===== src/rtl/full_adder.sv =====
// One-bit full adder with a combinational sum/carry path and a registered copy.
// Serial mode feeds cout_q back as carry-in, so the cell can run as an LSB-first serial adder.
//
// Ports:
//   clk     : rising-edge clock for all registers
//   rst_n   : asynchronous active-low reset
//   a, b    : operand bits
//   cin     : external carry-in, used when serial=0
//   en      : register enable
//   serial  : 1 = carry-in from cout_q, 0 = carry-in from cin
//   clr     : synchronous clear of registered outputs, overrides en
//   sum     : combinational sum
//   cout    : combinational carry-out
//   sum_q   : registered sum
//   cout_q  : registered carry-out, also the serial carry state
//   valid_q : registered outputs hold a captured result
module full_adder (
    input  logic clk,
    input  logic rst_n,
    input  logic a,
    input  logic b,
    input  logic cin,
    input  logic en,
    input  logic serial,
    input  logic clr,
    output logic sum,
    output logic cout,
    output logic sum_q,
    output logic cout_q,
    output logic valid_q
);

    logic cin_eff;
    logic sum_d;
    logic cout_d;
    logic valid_d;

    // cout_q is zero during reset, so serial mode sees carry 0 then.
    always_comb begin
        cin_eff = serial ? cout_q : cin;
        sum     = a ^ b ^ cin_eff;
        cout    = (a & b) | (a & cin_eff) | (b & cin_eff);
    end

    always_comb begin
        sum_d   = sum_q;
        cout_d  = cout_q;
        valid_d = valid_q;
        if (clr) begin
            sum_d   = 1'b0;
            cout_d  = 1'b0;
            valid_d = 1'b0;
        end else if (en) begin
            sum_d   = sum;
            cout_d  = cout;
            valid_d = 1'b1;
        end
    end

    always_ff @(posedge clk or negedge rst_n) begin
        if (!rst_n) begin
            sum_q   <= 1'b0;
            cout_q  <= 1'b0;
            valid_q <= 1'b0;
        end else begin
            sum_q   <= sum_d;
            cout_q  <= cout_d;
            valid_q <= valid_d;
        end
    end

endmodule


===== config.mk =====
export PLATFORM = sky130hd
export DESIGN_NAME = full_adder
export DESIGN_NICKNAME = d
export VERILOG_FILES = /design/src/rtl/full_adder.sv
export SDC_FILE = /design/constraint.sdc
export NUM_CORES = 1
export LEC_CHECK = 0
export CAP_MARGIN = 20
export CORE_AREA = 2 2 39 41
export CTS_CLUSTER_DIAMETER = 80
export DETAILED_ROUTE_END_ITERATION = 8
export DIE_AREA = 0 0 41 43
export SYNTH_ARGS = -nofsm -noshare
export SYNTH_HDL_FRONTEND = slang
export SYNTH_SLANG_ARGS = --single-unit
export TNS_END_PERCENT = 100

===== constraint.sdc =====
create_clock -name clk -period 3.3 [get_ports clk]
set_input_delay 0.66 -clock clk [delete_from_list [all_inputs] [get_ports clk]]
set_output_delay 0.66 -clock clk [all_outputs]
set_load 0.02 [all_outputs]

==> out/metrics.yaml <==
cts_sinks: 3
p_switching_uw: 38.2
p_int_uw: 108
clk_latency_ns: 0.23
cts_setup_buffers: 0
clockRootBuffer: "clkbuf_4"
grt_pass1_vias: 139
reg2reg_from: "cout_q"
num_rows: 14
drt-initial-drc-count: 2
final_area_um2: 308
grt_setup_unrepaired: "false"
ant_nets: 0
hp-start: "valid_q"
postSynthAreaPerCell_um2: 12.9
crit_slowest_cell: "clkdlybuf4s50_1"
synth.distinct_cells: 5
placed_area_um2: 282
leakage_nw: 0.132
critPathKind: "in -> out"
coreArea_um2: 1380
gr-usage-met3: 0.0681
period_share: 0.988
syn_area_um2: 141
tightest_slew_ns: 0.218
grt_antenna_before_repair: 0
cp-end-kind: "primary output"
nNetsFinal: 37
initial_core_util: 0.102
pwr-share-clk: 0.441
reg2reg_to: "sum_q"
globalRouteMet2Util: 0.0531
arrival_ns: 2.60
fp.dieW_um: 41
vias: 141
portBuffers: 12
drive_above_1_share: 0.148
slew_violations: 0
overflow: 0
p_seq_frac: 0.284
grt_busiest_layer: "met1"
p_sw_frac: 0.261
whs_endpoint: "valid_q"
grt_pass1_wl_um: 621
setup-violations-final: 0
viasPerCell: 3.28
ys_seq_elements: 3
final_util: 0.222
combPwrFrac: 0.275
gp_congestion: 0.579
fmax_ghz: 0.307
syn-num-nets: 20
ios: 13
syn_to_final_growth_pct: 118
clockBufferDepth: 2
wl_um: 390
grt_max_degree: 4
crit_path_cell_trace: "clkdlybuf4s50_1 -> mux2_2 -> fa_1 -> clkdlybuf4s50_1"
synth.area.top_cells: "dfrtp_1 (53%), fa_1 (14%), mux2i_1 (14%)"
cp_common_cell: "clkdlybuf4s50_1"
h-tree-depth: 1
ir_drop_mv: 0.126
power_uw: 146
dieArea_um2: 1760
first_pass_iters: 2
outcome: "complete, no violations"
hold_path_class: "reg -> reg"
cp-start-kind: "input port"
track_usage: 0.0575
seq_area_frac_synth: 0.531
hold_ws_ns: 0.482
cts_tree: "built"
antenna_cells: 0
fin_cells: 43
finalWorstSetupSlack_ns: 0.0403
slew_headroom: 0.854
setup-tns-final_ns: 0
holdPathStages: 2
rrSetupSlack_ns: 1.84
final_hold_viol_count: 0
avgRoutedWirePerCell_um: 9.07
synth.largest_area_cell: "dfrtp_1"
synth_cells: 11
placed_cells: 39
layout_min_cycle_time_ns: 3.26
postCtsHoldBufs: 0
maxCapViolCount: 0
yosysWarningCount: 0
slowest_delay_ns: 0.61
cp_max_fo: 2
r2r_cells: 4
clkTransAtPathRegs_ns: 0.04
drc: 0
synth_top_area_share: 0.531
die_y_um: 43
pre_cts_ws_ns: 0.0364
worstPathRequired_ns: 2.64
ctsResizeCount: 0
powerDensity_nw_per_um2: 474
cts_buffers: 3
grtUsageMet1: 0.0784
fin_worst_skew_ns: 0.00281
## cell type report
| type | instances | area [um^2] |
|---|---|---|
| fill | 170 | 1080 |
| sequential | 3 | 75.1 |
| tap | 16 | 20.0 |
| clock buffer | 4 | 26.3 |
| multi-input combinational | 8 | 66.3 |
| timing repair buffer | 12 | 120 |
## registers in the layout (all words and copies together) (netlist names)
| register | count |
|---|---|
| valid_q | 1 |
| cout_q | 1 |
| sum_q | 1 |
## worst max-delay path: cells and delay by family
family | cells | cell delay (ns)
adder cells (fa/ha/maj) | 1 | 0.51
buffers and inverters | 2 | 1.07
multiplexers | 1 | 0.35
## how the worst max path moves through the flow
stage / end / slack (ns) / from
floorplan: sum / 1.05 / serial
CTS: sum / 0.03 / serial
global placement: sum / 0.03 / serial
detailed placement: sum / 0.04 / serial
global route: sum / 0.02 / serial
finish: sum / 0.04 / serial
## power by group through the flow
stage | logic [mW] | clock network (mW) | registers (mW)
floorplan | 0.0140 | 0 | 0.0454
CTS | 0.0408 | 0.0676 | 0.0416
global route | 0.0430 | 0.0719 | 0.0418
global placement | 0.0405 | 0 | 0.0419
detailed placement | 0.0406 | 0 | 0.0420
finish | 0.0401 | 0.0644 | 0.0415
## cells in the mapped netlist
cell type  number
dfrtp_1         3
fa_1            1
mux2_2          1
mux2i_1         2
nor2_1          4
## cell usage in the layout (no fill, tap or decap)
master	Yosys	routed
nor2_1	4	4
clkbuf_4	0	3
dfrtp_1	3	3
clkdlybuf4s50_1	0	12
mux2i_1	2	2
fa_1	1	1
clkbuf_1	0	1
mux2_2	1	1
## cell families after synthesis
group | count (synthesis) | share of synthesized area
DFF | 3 | 0.531
and+or+nand+nor | 4 | 0.106
muxes | 3 | 0.221
adders and majority gates | 1 | 0.142
## layer usage
layer	part of all wire	vias up	wire length (um)
li1	-	67	-
met4	0	0	0
met3	0.28	0	108
met1	0.43	58	166
met5	0	-	0
met2	0.29	16	115
Power figures use the tool's default switching activity.
